--- config.mk ---
export PLATFORM = sky130hd
export DESIGN_NAME = program_sequencer
export DESIGN_NICKNAME = d
export VERILOG_FILES = /design/src/rtl/program_sequencer.sv
export SDC_FILE = /design/constraint.sdc
export NUM_CORES = 1
export LEC_CHECK = 0
export CORE_MARGIN = 4
export CORE_UTILIZATION = 45
export DETAILED_ROUTE_END_ITERATION = 10
export PLACE_DENSITY_LB_ADDON = 0.2
export SETUP_SLACK_MARGIN = 0.2
export SYNTH_ARGS = -nofsm -noshare
export SYNTH_HDL_FRONTEND = slang
export SYNTH_SLANG_ARGS = --single-unit
--- constraint.sdc ---
create_clock -name clk -period 3.45 [get_ports clk]
set_input_delay 0.69 -clock clk [delete_from_list [all_inputs] [get_ports clk]]
set_output_delay 0.69 -clock clk [all_outputs]
set_load 0.01 [all_outputs]
--- src/rtl/program_sequencer.sv ---
// Fetch-side program sequencer: holds the program counter, forms the next
// program-memory address from decoder jump requests, and stretches the board reset.
module program_sequencer #(
    parameter int PC_WIDTH      = 8,
    parameter int RESET_STRETCH = 4
) (
    input  logic                clk,
    input  logic                async_reset_n,
    input  logic                jmp,
    input  logic                jmp_nz,
    input  logic [3:0]          ir_nibble,
    input  logic                zero_flag,
    output logic [PC_WIDTH-1:0] pm_addr,
    output logic [PC_WIDTH-1:0] pc,
    output logic                sync_reset,
    output logic                jump_taken
);

    localparam logic [3:0] STRETCH = 4'(RESET_STRETCH);

    logic                r_rs1;
    logic                r_rs2;
    logic [3:0]          r_rcnt;
    logic                r_sync_reset;
    logic [PC_WIDTH-1:0] r_pc;

    logic [PC_WIDTH-1:0] w_pm_addr;
    logic [PC_WIDTH-1:0] w_jump_target;
    logic                w_jump_taken;

    // Assert is immediate; release only reaches rs2 after two clock edges.
    // NOTE: sequential state uses non-blocking assignments so every flop samples
    // pre-edge values, which is what makes rs1 -> rs2 a real two-stage chain.
    always_ff @(posedge clk or negedge async_reset_n) begin
        if (!async_reset_n) begin
            r_rs1 <= 1'b0;
            r_rs2 <= 1'b0;
        end else begin
            r_rs1 <= 1'b1;
            r_rs2 <= r_rs1;
        end
    end

    always_ff @(posedge clk or negedge async_reset_n) begin
        if (!async_reset_n) begin
            r_rcnt <= 4'd0;
        end else if (!r_rs2) begin
            r_rcnt <= 4'd0;
        end else if (r_rcnt < STRETCH) begin
            r_rcnt <= r_rcnt + 4'd1;
        end
    end

    always_ff @(posedge clk or negedge async_reset_n) begin
        if (!async_reset_n) begin
            r_sync_reset <= 1'b1;
        end else if (r_rcnt == STRETCH) begin
            r_sync_reset <= 1'b0;
        end
    end

    // Jumps only replace the low nibble, so the target stays in the current 16-word page.
    assign w_jump_target = {r_pc[PC_WIDTH-1:4], ir_nibble};

    // NOTE: defaults come first so every path assigns every output and no latch is inferred.
    always_comb begin
        w_pm_addr    = r_pc + PC_WIDTH'(1);
        w_jump_taken = 1'b0;
        if (r_sync_reset) begin
            w_pm_addr    = '0;
            w_jump_taken = 1'b0;
        end else if (jmp) begin
            w_pm_addr    = w_jump_target;
            w_jump_taken = 1'b1;
        end else if (jmp_nz && !zero_flag) begin
            w_pm_addr    = w_jump_target;
            w_jump_taken = 1'b1;
        end
    end

    always_ff @(posedge clk or negedge async_reset_n) begin
        if (!async_reset_n) begin
            r_pc <= '0;
        end else begin
            r_pc <= w_pm_addr;
        end
    end

    assign pm_addr    = w_pm_addr;
    assign pc         = r_pc;
    assign sync_reset = r_sync_reset;
    assign jump_taken = w_jump_taken;

endmodule

[Word level (Yosys, flattened, before mapping)]
Cells that the tools add are included.
Word-level totals
  flip-flop bits (word level): 15
  output and inout bits: 18
  logic and storage cells: 20
Cells by class
  $add $sub $neg: 2
  order comparisons: 1
  equal/unequal tests: 2
  muxes and demuxes: 8
  reductions and logical operators: 2
Operators with widths (number)
  $mux W8: 3
  $add A8 B1 Y8 const B: 1
  $mux W4: 2
  $add A4 B1 Y4 const B: 1
  $eq A4 B3 Y1 const B: 1
  $lt A4 B3 Y1 const B: 1
  $mux W1: 3
  $ne A2 B1 Y1 const B: 1
  $logic_and A1 B1 Y1: 1
  $logic_not A1 Y1: 1

[Logic depth before layout (Yosys ltp)]
Gate-level depths: netlist of run 1.
  word-level depth: 5
  mapped depth: 5

[Worst setup path before layout of run 1]
Ideal clock, no wire load.
  path type: input to output
  from: input port jmp_nz
  to: output port pm_addr[2]
  arrival: 1.519 ns
  required time: 2.760 ns
  setup slack: 1.241 ns
  stages: 4
  path buffers: 0
  path through: nor2b_4 nor2_1 nor2_1 a211oi_1
On the way
  word-level cells in the longest chain between the ends: 4
RTL lines
  start: declaration: RTL line 10  | input logic jmp_nz,
  $logic_and A1 B1 Y1: RTL line 75  | end else if (jmp_nz && !zero_flag) begin
  $mux W8: RTL line 75
  $mux W8: RTL line 72  | end else if (jmp) begin
  $mux W8: RTL line 69  | if (r_sync_reset) begin
  end: declaration: RTL line 13  | output logic [PC_WIDTH-1:0] pm_addr,
No other way between the ends.

[Worst setup path after layout of run 1]
  from: input port zero_flag
  to: output port pm_addr[5]
On the way
  word-level cells in the longest chain between the ends: 5
RTL lines
  start: declaration: RTL line 12  | input logic zero_flag,
  $logic_not A1 Y1: RTL line 75
  $logic_and A1 B1 Y1: RTL line 75
  $mux W8: RTL line 75
  $mux W8: RTL line 72
  $mux W8: RTL line 69
No other way between the ends.

==> reports/metrics.cfg, run 1 <==
[grt]
groute.usage.overall_pct = 14.9
antenna_found_initial = 0
grt_pass1_vias = 568
globalRouteOverflowTotal = 0
grt_start_max_net_pins = 16
grt_first_pass_wirelength_um = 2350

[final_layout]
regArea_sq_um = 377
multiInputGateArea_sq_um = 333
nFillCells = 127
final_area_sq_um = 1040
fin_nets = 109
synthToLayoutAreaGrowth_pct = 44.5
diodes = 0
instances_no_fill = 112
drive_gt1_share_pct = 11.5

[clock_network]
cts_setup_buffers = 0
clock_sinks = 15
clock_latency_ns = 0.28
cts_tree = yes
root_buffer = clkbuf_4
h-tree-depth = 1
cts_buffers = 3
clkTransAtPathRegs_ns = 0.09
clk_path_buf_depth = 2

[timing]
tightest_slew_ns = 0.673
setup_viol = 0
max-slew-margin-rel_pct = 55.0
setup_total_negative_slack_ns = 0
max_freq_mhz = 319
hold_violations = 0
post-route-period-util_pct = 90.8
rsz0062_at_grt = no
fin_crit_ns = 3.13
setup_ws_ns = 0.318
drv_slew = 0
finClkSkew_ns = 0.00305

[placement]
hpwlAfterDp_um = 1110
gp_congestion = 0.733
dp.cells = 108
placed_area_sq_um = 993
dp_slack_ns = 0.163
io_buffers = 26

[setup_path]
path_depth = 6
worstReg2RegStart = pc[2]
arrival_ns = 2.44
startpoint_type = primary input
cp_top_family = buffers and inverters
startpoint = zero_flag
crit_slowest_cell = clkdlybuf4s50_1
worstSetupPathType = primary input to output port
ff2ff_path_depth = 4
cpMostUsedCell = clkdlybuf4s50_1
r2r_slack_ns = 2.19
slowest_delay_ns = 0.57
r2r_end = pc[7]
cp.required_ns = 2.76
path_buf_inv = 2
worstPathMaxFanout = 7
endpoint = pm_addr[5]
end_kind = output port
crit_chain = clkdlybuf4s50_1 > nor2b_4 > nor4_4 > xnor2_1 > nor2_1 > clkdlybuf4s50_1

[drt]
via_per_inst = 5.03
met1_length_um = 638
route.detailed.drc = 0
dr_wl_met3_um = 82
routedWlPerCell_um = 13.3
via_count = 563
drt_pass1_iterations = 4
route.met2.wl_um = 758
first_iter_violations = 3
top_layer = met4
ant_nets = 0
drt_wl_total_um = 1490

[synth]
syn-cell-area_sq_um = 717
syn_nets = 79
avgSynthCellArea_sq_um = 10.7
yosysWarnings = 0
synth_cell_types = 25
syn-instance-count = 67
yosysSeqAreaShare_pct = 52.5
synth-seq-cells = 15

[hold_path]
holdCritPathClass = flip-flop to flip-flop
min_from = r_rs1

[power_and_ir_drop]
powerDensity_nw_per_um2 = 573
leakage_nw = 0.437
vdd_drop_max_mv = 0.338

[run]
cap_violations = 0

[floorplan]
dieHeight_um = 47.9
ios = 27
die_x_um = 47.9
fp-row-count = 14
core_area_sq_um = 1510
start_util_pct = 47.6
dieArea_sq_um = 2300

[outcome]
status = finished clean

-- metal layers --
layer / track usage (%) / vias to the layer above
met5: 0 / -
met4: 6.45 / 0
met3: 4.89 / 2
met2: 23.7 / 16
met1: 18.3 / 264
li1: - / 281
-- flip-flops by register name (all words and copies together) (netlist names) --
register / count
pc: 8
r_rcnt: 4
r_rs1: 1
r_rs2: 1
sync_reset: 1
-- cells in the final DEF, fill, tap and decap left out --
master	count
a211oi_1	2
a21boi_0	1
a21o_2	1
a21oi_1	3
and2_1	3
clkbuf_4	3
clkdlybuf4s50_1	24
clkinvlp_4	1
conb_1	1
dfrtp_1	14
dfstp_2	1
dlymetal6s2s_1	2
ha_1	3
inv_1	3
nand2_1	4
nand2_2	1
nand3_1	4
nor2_1	7
nor2_4	1
nor2b_1	1
nor2b_4	1
nor3_1	1
nor4_2	1
nor4_4	1
o21a_1	2
o21ai_0	3
or3_1	1
xnor2_1	5
xor2_1	1
-- Yosys cell counts --
master    count  share of area [%]
ha_1          3                5.2
o21a_1        2                2.1
nand2_1       4                2.1
inv_1         3                1.6
and2_1        3                2.6
clkbuf_1      1               0.52
or3_1         1               0.87
nor2b_4       1                1.9
nor2b_1       1               0.87
nor4_4        1                3.0
nor4_2        1                1.7
nor3_1        1               0.70
a21boi_0      1                1.0
a21oi_1       3                2.1
a21o_2        1                1.2
xor2_1        1                1.2
a211oi_1      2                2.1
conb_1        1               0.52
nand3_1       4                2.8
nor2_1        8                4.2
xnor2_1       5                6.1
o21ai_0       3                2.1
dfrtp_1      14                 49
nand2_2       1               0.87
dfstp_2       1                3.7
-- layout make-up --
cell class | count | share of cell area, %
timing repair buffer | 26 | 25.6
multi-input combinational | 48 | 32.1
sequential | 15 | 36.4
clock inverter | 1 | 0.725
inverter | 3 | 1.09
clock buffer | 3 | 2.17
tap | 16 | 1.93
-- report_power, final --
group | total [W] | internal [W] | switching (W)
sequential | 0.000245 | 0.000210 | 0.0000354
combinational | 0.000244 | 0.000141 | 0.000103
clock | 0.000104 | 0.0000440 | 0.0000597
total | 0.000593 | 0.000395 | 0.000198
-- what timing repair did --
action | 4_1_cts | 5_1_grt
resized for setup | 1 | 3
pin swaps | 0 | 1
endpoints found under the setup margin | 1 | 4
hold buffers | 0 | 0
-- worst min path at each step --
stage                     endpoint  slack, ns  cells past startpoint
after global routing         r_rs2       0.37                      0
after detailed placement     r_rs2       0.34                      0
after global placement       r_rs2       0.33                      0
after floorplan              r_rs2       0.33                      0
final                        r_rs2       0.36                      0
after CTS                    r_rs2       0.36                      0
-- cells by family (layout without fill, tap and decap cells) --
logic type	after synthesis	after routing	share of synthesized area (%)
DFF	15	15	52.5
adders and majority gates	3	3	5.24
AOI/OAI and AO/OA	12	12	10.6
buffers and inverters	4	33	2.09
xor gates and xnor gates	6	6	7.33
other	1	1	0.523
and+or+nand+nor	26	26	21.6
-- stage by stage --
| stage | hold slack [ns] | power [W] | util, % |
|---|---|---|---|
| after floorplan | 0.331 | 0.000350 | - |
| final | 0.359 | 0.000593 | 68.8 |
| after detailed placement | 0.340 | 0.000494 | 65.9 |
| after CTS | 0.364 | 0.000600 | 68.1 |
| after global placement | 0.334 | 0.000488 | 65.9 |
| after global routing | 0.366 | 0.000635 | 68.8 |
(Power assumes the default switching activity.)
==> run 2: changes to the inputs <==
PLACE_DENSITY = 0.8   (was unset)
PLACE_DENSITY_LB_ADDON = unset   (was 0.2)
==> run 2 against run 1 <==
Against the previous run:
- clock skew down 0.0013 ns
- cell count is the same
- fmax decreased by 0.79%
- die area did not move
- clock power about the same
- sequential power is essentially flat
- via count shrank 0.89%
- count of clock-buffer cells in the layout stayed put
- first-iteration DRC count rose by 67%
- worst setup slack worse by 0.025 ns
- global-route usage shrank 0.091 points
- largest cell class unchanged
- highest routed layer unchanged
==> reports/metrics.cfg, run 2 (same netlist as run 1, synthesis figures left out) <==
[outcome]
status = finished clean

[timing]
tightest_slew_ns = 0.669
setup_viol = 0
max-slew-margin-rel_pct = 55.3
max_freq_mhz = 317
fin_crit_ns = 3.16
hold_violations = 0
rsz0062_at_grt = no
drv_slew = 0
finClkSkew_ns = 0.00180
setup_ws_ns = 0.293
post-route-period-util_pct = 91.5
setup_total_negative_slack_ns = 0

[power_and_ir_drop]
p_sw_w = 0.000196
p_sw_share_pct = 33.1
vdd_drop_max_mv = 0.290
clock_power_share_pct = 17.4
powerDensity_nw_per_um2 = 574
comb_power_share_pct = 41.3
internal_power_w = 0.000396
seq_power_share_pct = 41.3
p_total_w = 0.000591
leakage_nw = 0.440

[setup_path]
worstReg2RegStart = pc[0]
end_kind = output port
startpoint_type = primary input
r2r_end = pc[4]
cp.required_ns = 2.76
ff2ff_path_depth = 5
worstSetupPathType = primary input to output port
endpoint = pm_addr[7]
startpoint = zero_flag
arrival_ns = 2.47
worstPathMaxFanout = 7
r2r_slack_ns = 2.19

[grt]
grt_first_pass_wirelength_um = 2340
globalRouteOverflowTotal = 0
antenna_found_initial = 0
grt_pass1_vias = 519
groute.usage.overall_pct = 14.8
grt_start_max_net_pins = 16

[final_layout]
fin_nets = 109
largest_reg_flops = 8
drive_gt1_share_pct = 11.5
diodes = 0
final_cell_mix = clkdlybuf4s50_1, dfrtp_1, nor2_1, xnor2_1
synthToLayoutAreaGrowth_pct = 43.8
final_common_cell = clkdlybuf4s50_1

[drt]
drt_pass1_iterations = 4
drt_wl_total_um = 1500
ant_nets = 0
route.detailed.drc = 0
via_count = 558
first_iter_violations = 5
via_per_inst = 4.98
routedWlPerCell_um = 13.4

[clock_network]
clock_sinks = 15
clkTransAtPathRegs_ns = 0.09
h-tree-depth = 1
cts_hold_buffers = 0
root_buffer = clkbuf_4
cts_buffers = 3
clock_latency_ns = 0.28
cts_tree = yes
clk_path_buf_depth = 2

[placement]
hpwlAfterDp_um = 1150
dp_slack_ns = 0.164
gp_congestion = 0.743
io_buffers = 26

[floorplan]
start_util_pct = 47.6
fp-row-count = 14
ios = 27
die_x_um = 47.9
dieHeight_um = 47.9
dieArea_sq_um = 2300
core_area_sq_um = 1510

[run]
cap_violations = 0

[hold_path]
holdCritPathClass = flip-flop to flip-flop

[run 2: changes by cell type in the layout (fill, tap and decap cells not counted), sizes merged]
cell and delta:
clkdlybuf4s50 +1, clkinv +1, clkinvlp -1, dlymetal6s2s -1
[run 2: worst min-delay path by stage]
| stage | from | end | slack [ns] | cells after the start |
|---|---|---|---|---|
| 2_1_floorplan | r_rs1 | r_rs2 | 0.33 | 0 |
| 5_1_grt | r_rs1 | r_rs2 | 0.38 | 0 |
| 4_1_cts | r_rs1 | r_rs2 | 0.36 | 0 |
| 3_3_place_gp | r_rs1 | r_rs2 | 0.33 | 0 |
| 3_5_place_dp | r_rs1 | r_rs2 | 0.34 | 0 |
| 6_report | r_rs1 | r_rs2 | 0.36 | 0 |
[run 2: critical path: stages]
cell             delay [ns]
clkdlybuf4s50_1        0.50
nor2b_4                0.08
nor4_4                 0.32
nand3_1                0.12
a21oi_1                0.20
clkdlybuf4s50_1        0.56
[run 2: final cells by class]
cell class | count | area (sq um)
inverter | 3 | 11.3
multi-input combinational | 48 | 333
clock buffer | 3 | 22.5
fill | 132 | 475
clock inverter | 1 | 5.00
timing repair buffer | 26 | 263
tap | 16 | 20.0
sequential | 15 | 377
[run 2: timing repair]
action	in CTS	in global routing
resized for setup	1	2
endpoints found under the hold margin	0	0
setup endpoints to repair	2	3
buffers inserted	0	0
[run 2: power by group through the flow]
stage          clock network (W)  logic (W)  registers (W)
2_1_floorplan                  0  0.0000946       0.000255
3_3_place_gp                   0   0.000241       0.000247
3_5_place_dp                   0   0.000246       0.000248
4_1_cts                 0.000105   0.000248       0.000245
5_1_grt                 0.000115   0.000266       0.000250
6_report                0.000103   0.000244       0.000244
[run 2: metrics by stage]
| stage | util, % | std cells | area [sq um] | hold slack, ns |
|---|---|---|---|---|
| after floorplan | - | 67 | 717 | 0.331 |
| after global placement | 65.9 | 108 | 993 | 0.333 |
| after detailed placement | 65.9 | 108 | 993 | 0.337 |
| after CTS | 67.9 | 112 | 1020 | 0.360 |
| after global routing | 68.4 | 112 | 1030 | 0.379 |
| final | 68.4 | 112 | 1030 | 0.357 |
[run 2: per-layer routing]
layer	track usage, %	wire length [um]	up-vias
li1	-	-	282
met1	19.3	648	258
met2	23.5	766	16
met3	4.14	70	2
met4	4.84	12	0
met5	0	0	-
